## src/rtl/fifo_pkg.sv

```systemverilog
// Shared constants, state encoding and helpers for the FIFO read-side packer.
package fifo_pkg;

    localparam int PKG_DATA_W = 8;    // FIFO byte width
    localparam int PKG_BYTES  = 4;    // bytes per packed output word
    localparam int PKG_CNT_W  = 16;   // emitted-word counter width
    localparam int PKG_ACC_W  = 3;    // accumulator fill count, holds 0..PKG_BYTES

    // Packer FSM encoding, kept as plain constants for legacy tools
    typedef logic [1:0] fsm_state_t;
    localparam fsm_state_t ST_RUN        = 2'd0;
    localparam fsm_state_t ST_FLUSH_WAIT = 2'd1;
    localparam fsm_state_t ST_FLUSH_EMIT = 2'd2;

    // Byte-enable mask with the low 'cnt' bytes set: (1 << cnt) - 1
    function automatic logic [PKG_BYTES-1:0] keep_from_cnt(input logic [PKG_ACC_W-1:0] cnt);
        logic [PKG_BYTES:0] w_one_hot;
        w_one_hot     = (PKG_BYTES+1)'(1) << cnt;
        keep_from_cnt = PKG_BYTES'(w_one_hot - (PKG_BYTES+1)'(1));
    endfunction

endpackage

```

## src/rtl/fifo_out_slot.sv

```systemverilog
// Single output register stage of the packer: holds one word on a
// valid/ready stream and keeps it stable while the consumer stalls.
module fifo_out_slot #(
    parameter int DATA_W = 8,
    parameter int BYTES  = 4
) (
    input  logic                    clk,
    input  logic                    rst_n,
    input  logic                    i_load,
    input  logic [DATA_W*BYTES-1:0] i_data,
    input  logic [BYTES-1:0]        i_keep,
    input  logic                    i_last,
    input  logic                    i_ready,
    output logic [DATA_W*BYTES-1:0] o_data,
    output logic [BYTES-1:0]        o_keep,
    output logic                    o_last,
    output logic                    o_valid,
    output logic                    o_free
);

    // The slot can take a new word when it is empty or being drained now
    assign o_free = !o_valid || i_ready;

    // Load a new word, otherwise drop valid on acceptance and hold contents
    always_ff @(posedge clk or negedge rst_n) begin
        if (!rst_n) begin
            o_data  <= '0;
            o_keep  <= '0;
            o_last  <= 1'b0;
            o_valid <= 1'b0;
        end else if (i_load) begin
            o_data  <= i_data;
            o_keep  <= i_keep;
            o_last  <= i_last;
            o_valid <= 1'b1;
        end else if (o_valid && i_ready) begin
            o_valid <= 1'b0;
        end else begin
            o_valid <= o_valid;
        end
    end

endmodule

```

## src/rtl/fifo_rd_packer.sv

```systemverilog
// Read-side consumer of async_fifo: drains bytes, packs them little-endian
// into words with keep/last flags, and supports a flush of a partial word.
module fifo_rd_packer
    import fifo_pkg::*;
#(
    parameter int DATA_W = PKG_DATA_W,
    parameter int BYTES  = PKG_BYTES,
    parameter int CNT_W  = PKG_CNT_W
) (
    input  logic                    rdclk,
    input  logic                    aclr_n,
    input  logic                    rdempty,
    output logic                    rdreq,
    input  logic [DATA_W-1:0]       q,
    input  logic                    flush,
    output logic [DATA_W*BYTES-1:0] m_data,
    output logic [BYTES-1:0]        m_keep,
    output logic                    m_last,
    output logic                    m_valid,
    input  logic                    m_ready,
    output logic [CNT_W-1:0]        word_cnt
);

    localparam int OUT_W = DATA_W * BYTES;
    localparam int ACC_W = $clog2(BYTES + 1);

    fsm_state_t         r_state;
    fsm_state_t         w_state_nxt;
    logic [OUT_W-1:0]   r_acc;
    logic [OUT_W-1:0]   w_acc_nxt;
    logic [ACC_W-1:0]   r_acc_cnt;
    logic [ACC_W-1:0]   w_acc_cnt_nxt;
    logic [ACC_W-1:0]   w_acc_base;
    logic               r_rd_vld;
    logic               r_run_en;
    logic [CNT_W-1:0]   r_word_cnt;
    logic               w_slot_free;
    logic               w_acc_full;
    logic               w_load;
    logic               w_load_last;
    logic [BYTES-1:0]   w_keep;
    logic [OUT_W-1:0]   w_load_data;
    logic               w_rdreq;

    assign w_acc_full = (r_acc_cnt == ACC_W'(BYTES));

    // FSM: decide when the accumulator is handed to the output slot
    always_comb begin
        w_state_nxt = r_state;
        w_load      = 1'b0;
        w_load_last = 1'b0;
        case (r_state)
            ST_RUN: begin
                w_load      = w_acc_full && w_slot_free;
                w_state_nxt = flush ? ST_FLUSH_WAIT : ST_RUN;
            end
            ST_FLUSH_WAIT: begin
                if (r_rd_vld) begin
                    w_state_nxt = ST_FLUSH_WAIT;          // absorb the in-flight byte first
                end else if (r_acc_cnt == ACC_W'(0)) begin
                    w_state_nxt = ST_RUN;                 // nothing to flush
                end else if (w_acc_full) begin
                    w_load      = w_slot_free;
                    w_load_last = w_slot_free;
                    w_state_nxt = w_slot_free ? ST_RUN : ST_FLUSH_WAIT;
                end else begin
                    w_state_nxt = ST_FLUSH_EMIT;
                end
            end
            ST_FLUSH_EMIT: begin
                w_load      = w_slot_free;
                w_load_last = w_slot_free;
                w_state_nxt = w_slot_free ? ST_RUN : ST_FLUSH_EMIT;
            end
            default: begin
                w_state_nxt = ST_RUN;
            end
        endcase
    end

    // Datapath: landing byte slot, outgoing word masking, and read request.
    // Space is counted after this cycle's hand-off so that a fresh read can
    // start in the transfer cycle, giving one word every five cycles.
    always_comb begin
        w_acc_base    = w_load ? ACC_W'(0) : r_acc_cnt;
        w_acc_cnt_nxt = w_acc_base + ACC_W'(r_rd_vld);
        w_keep        = keep_from_cnt(r_acc_cnt);
        w_acc_nxt     = r_acc;
        w_load_data   = '0;
        for (int i = 0; i < BYTES; i++) begin
            w_acc_nxt[i*DATA_W +: DATA_W] = (r_rd_vld && (w_acc_base == ACC_W'(i)))
                                            ? q : r_acc[i*DATA_W +: DATA_W];
            w_load_data[i*DATA_W +: DATA_W] = w_keep[i] ? r_acc[i*DATA_W +: DATA_W]
                                                        : DATA_W'(0);
        end
        w_rdreq = r_run_en && !rdempty && (r_state == ST_RUN) &&
                  (((ACC_W+1)'(w_acc_base) + (ACC_W+1)'(r_rd_vld)) < (ACC_W+1)'(BYTES));
    end

    assign rdreq    = w_rdreq;
    assign word_cnt = r_word_cnt;

    // Accumulator, FSM state and read pipeline; r_run_en keeps rdreq low
    // until the first clock edge after reset release
    always_ff @(posedge rdclk or negedge aclr_n) begin
        if (!aclr_n) begin
            r_state   <= ST_RUN;
            r_acc     <= '0;
            r_acc_cnt <= '0;
            r_rd_vld  <= 1'b0;
            r_run_en  <= 1'b0;
        end else begin
            r_state   <= w_state_nxt;
            r_acc     <= w_acc_nxt;
            r_acc_cnt <= w_acc_cnt_nxt;
            r_rd_vld  <= w_rdreq;
            r_run_en  <= 1'b1;
        end
    end

    // Count accepted words, wrapping naturally at the counter width
    always_ff @(posedge rdclk or negedge aclr_n) begin
        if (!aclr_n) begin
            r_word_cnt <= '0;
        end else if (m_valid && m_ready) begin
            r_word_cnt <= r_word_cnt + CNT_W'(1);
        end else begin
            r_word_cnt <= r_word_cnt;
        end
    end

    fifo_out_slot #(
        .DATA_W (DATA_W),
        .BYTES  (BYTES)
    ) u_out_slot (
        .clk     (rdclk),
        .rst_n   (aclr_n),
        .i_load  (w_load),
        .i_data  (w_load_data),
        .i_keep  (w_keep),
        .i_last  (w_load_last),
        .i_ready (m_ready),
        .o_data  (m_data),
        .o_keep  (m_keep),
        .o_last  (m_last),
        .o_valid (m_valid),
        .o_free  (w_slot_free)
    );

endmodule
```

## config.mk

```make
export PLATFORM = sky130hd
export DESIGN_NAME = fifo_rd_packer
export DESIGN_NICKNAME = d
export VERILOG_FILES = /design/src/rtl/fifo_pkg.sv /design/src/rtl/fifo_out_slot.sv /design/src/rtl/fifo_rd_packer.sv
export SDC_FILE = /design/constraint.sdc
export NUM_CORES = 1
export LEC_CHECK = 0
export ABC_AREA = 1
export ABC_CLOCK_PERIOD_IN_PS = 3000
export CORE_UTILIZATION = 53
export DETAILED_ROUTE_END_ITERATION = 7
export GPL_TIMING_DRIVEN = 1
export HOLD_SLACK_MARGIN = 0.15
export PLACE_DENSITY_LB_ADDON = 0.12
export REMOVE_ABC_BUFFERS = 1
export SYNTH_ARGS = -nofsm -noshare
export SYNTH_HDL_FRONTEND = slang
export SYNTH_SLANG_ARGS = --single-unit
```

## constraint.sdc

```tcl
create_clock -name rdclk -period 3 [get_ports rdclk]
set_input_delay 0.6 -clock rdclk [delete_from_list [all_inputs] [get_ports rdclk]]
set_output_delay 0.6 -clock rdclk [all_outputs]
set_load 0.005 [all_outputs]
```

==> metrics <==
status finished clean; Avg WL per Cell 14.3 um; synth top area cells dfrtp_1 (58%), nand2_1 (14%), inv_1 (4.2%), nand3_1 (3.8%), o21ai_0 (3.3%); placed cell count 599; Post-Route Utilization 73.0%; Seq/Total Area, Yosys 58.4%; proportion of layout cells with a drive suffix above 1 16.3%; Rows 31; post-detail-place hpwl 5.75 mm; 1st-pass router iterations 4; hold_buf cts 0; CTS buffer count 9; Reg clk slew, reported paths 0.09 ns; worst IR drop on VDD 0.000577 V; RePlAce Congestion 0.844; Crit. End Element output pin; Slew HR 53.9%; initial drt markers 208; flops & latches, synth 93; EDFF count, synth 0; Chip Width 88.7 um; via count 3182; Starting Density 54.9%; P_leak 2.61 nW; Pins Over Slew Limit 0; Die H 88.7 um; Yosys warning total 0; global route overflow 0; clk buf depth 2; core area 7250 sq um; post-synth top area share 58.4%; CTS root buf clkbuf_8; Final Cycle Share 98.9%; # diodes 0; CP peak stage delay 0.42 ns; Avg Cell Area, Syn 9.16 sq um; CTS sink cnt 93; Finished Layout Cells 639; Total GRT Usage 24.3%; cell breakdown of the critical path inv_2, ha_4, inv_4, nor2_4, nand3_2, nand3_2, nand2_4, inv_4, nor2_4, ha_4, ha_4, nand3_1, nand4_1, nor2_2, clkbuf_2; Port Buffers 67; Crit Path Class register to output pin; Routed Antenna Nets 0; max cap viols 0; Fin. Hold Viols 0; area leader, netlist dfrtp_1; maximum clock frequency 0.337 GHz; area grow syn2layout 32.8%; worst slew pin tran 0.688 ns; Worst Path Max Fanout 3; vias in the first global route 3003; Crit path top cell by count ha_4; worst min path class input port to async pin; main flop type after synthesis dfrtp_1; Synth async-reset ratio 100%; CP max-delay cell dfrtp_1; initial antenna violation count 0; clk_lat worst skew 0.37 ns; Cells after Synth 435; mapped cell area 3980 sq um; Yosys cell types 30; CP bufs+invs 4; Final setup viols 0; Fillers 552; PwrDens 929 nW/um^2; R2R Path Start r_state[1]; WL final 9.15 mm; CTS tree yes; H-tree depth 3; crit path from r_state[1]; largest net degree at the start of global routing 52; final net count 556; CP startpoint kind register; worst-case clock skew 0.0112 ns; Via density 4.98; Worst Path Arrival 2.37 ns; Worst EP required 2.40 ns; crit-path leading delay family simple AND/OR/NAND/NOR gates; Residual DRC 0; io pins 68; Die Footprint 7870 sq um; minimum clock period 2.97 ns; PnR Total Power 0.00491 W; first-pass GRT wire length 14.3 mm
sequential cells by signal, summed over array words and instances, names as in the netlist, 2 cells and up:
| signal | flops |
|---|---|
| r_acc | 32 |
| r_acc_cnt | 3 |
| u_out_slot.o_data | 32 |
| u_out_slot.o_keep | 4 |
| word_cnt | 16 |
| r_state | 2 |
worst paths after layout:
check / end / slack, ns / depth (start not counted)
setup / recovery: rdreq / 0.03 / 15
hold / removal: word_cnt[13] / 0.26 / 1
setup reg to reg: r_acc_cnt[2] / 0.08 / 22
hold reg to reg: r_acc[25] / 0.48 / 2
max in group asynchronous: r_acc[10] / 2.09 / 2
min in group rdclk: r_acc[25] / 0.48 / 2
synth_stat cells (all sizes together), types with 2 or more instances:
cell type,number
or2,2
ha,8
nand4,3
nor3,2
nor2,15
xnor2,6
inv,45
clkbuf,5
xor2,8
buf,10
o21ai,46
a21oi,2
nand2,154
nand3,32
dfrtp,93
worst register-to-register path: cells and delay by family (launching register included):
family / cells / cell delay, ns
buffers and inverters: 12 / 1.29
adder cells (fa/ha/maj): 3 / 0.49
AND/OR/NAND/NOR: 7 / 0.64
flip-flops: 1 / 0.39
metrics by stage:
step,worst slack [ns],area [sq um],hold WS (ns),setup TNS [ns]
after floorplan,0.350,3900,0.304,0
after global placement,-0.320,4800,0.455,-0.320
after detailed placement,-0.408,4800,0.460,-0.408
after CTS,0.0161,5200,0.286,0
after global routing,-0.0746,5290,0.314,-0.106
final,0.0323,5290,0.264,0
cell usage in the layout, fill, tap and decap left out, types with 2 or more instances in the layout:
| cell | count |
|---|---|
| buf_4 | 36 |
| inv_6 | 3 |
| nand2_2 | 5 |
| nor2_2 | 2 |
| xor2_1 | 8 |
| ha_2 | 2 |
| inv_1 | 39 |
| nand3_2 | 3 |
| clkinv_4 | 2 |
| nand4_1 | 2 |
| inv_2 | 4 |
| nor2_4 | 4 |
| inv_4 | 2 |
| nand2_1 | 147 |
| a21oi_1 | 2 |
| clkdlybuf4s50_1 | 64 |
| nand3_1 | 29 |
| ha_1 | 2 |
| or2_1 | 2 |
| xnor2_1 | 6 |
| ha_4 | 4 |
| o21ai_0 | 26 |
| nand2_4 | 2 |
| clkbuf_8 | 9 |
| o21ai_1 | 19 |
| dfrtp_1 | 93 |
| nor2_1 | 8 |
logic make-up (layout without fill, tap and decap cells):
logic type               Yosys count  in the layout  share of synthesized area, %
adder cells (fa/ha/maj)            8              8                          2.51
flip-flops                        93             93                          58.4
other                              1              1                        0.0941
XOR/XNOR                          14             14                          3.08
buffers and inverters             60            165                          6.34
AND/OR/NAND/NOR                  210            210                          23.1
AO/OA/AOI/OAI                     49             49                          6.44
timing repair:
action                     CTS  global route
hold endpoints to repair     0             0
setup endpoints to repair    1             2
pin swaps                    4             9
gates resized for setup     15            20
setup buffers               21             4
layer usage:
layer / up-vias / share of wire (%) / GRT usage [%]
li1: 1559 / - / -
met5: - / 0 / 0
met2: 73 / 51 / 39.0
met4: 0 / 1.6 / 8.94
met1: 1536 / 43 / 33.7
met3: 14 / 4.1 / 3.92
power by group:
part	internal, W	switching [W]
clock network	0.000397	0.000474
logic	0.00101	0.00106
registers	0.00170	0.000282
total	0.00310	0.00181
cell type report:
cell class | count | area [sq um] | share of cell area [%]
clock inverters | 7 | 81.3 | 1.54
multi-input cells | 282 | 1500 | 28.4
inverters | 45 | 174 | 3.29
repair buffers | 104 | 960 | 18.1
well taps | 99 | 124 | 2.34
flip-flops and latches | 93 | 2330 | 44.0
clock buffers | 9 | 124 | 2.34
Note: power is estimated with default switching activity, not from simulation.
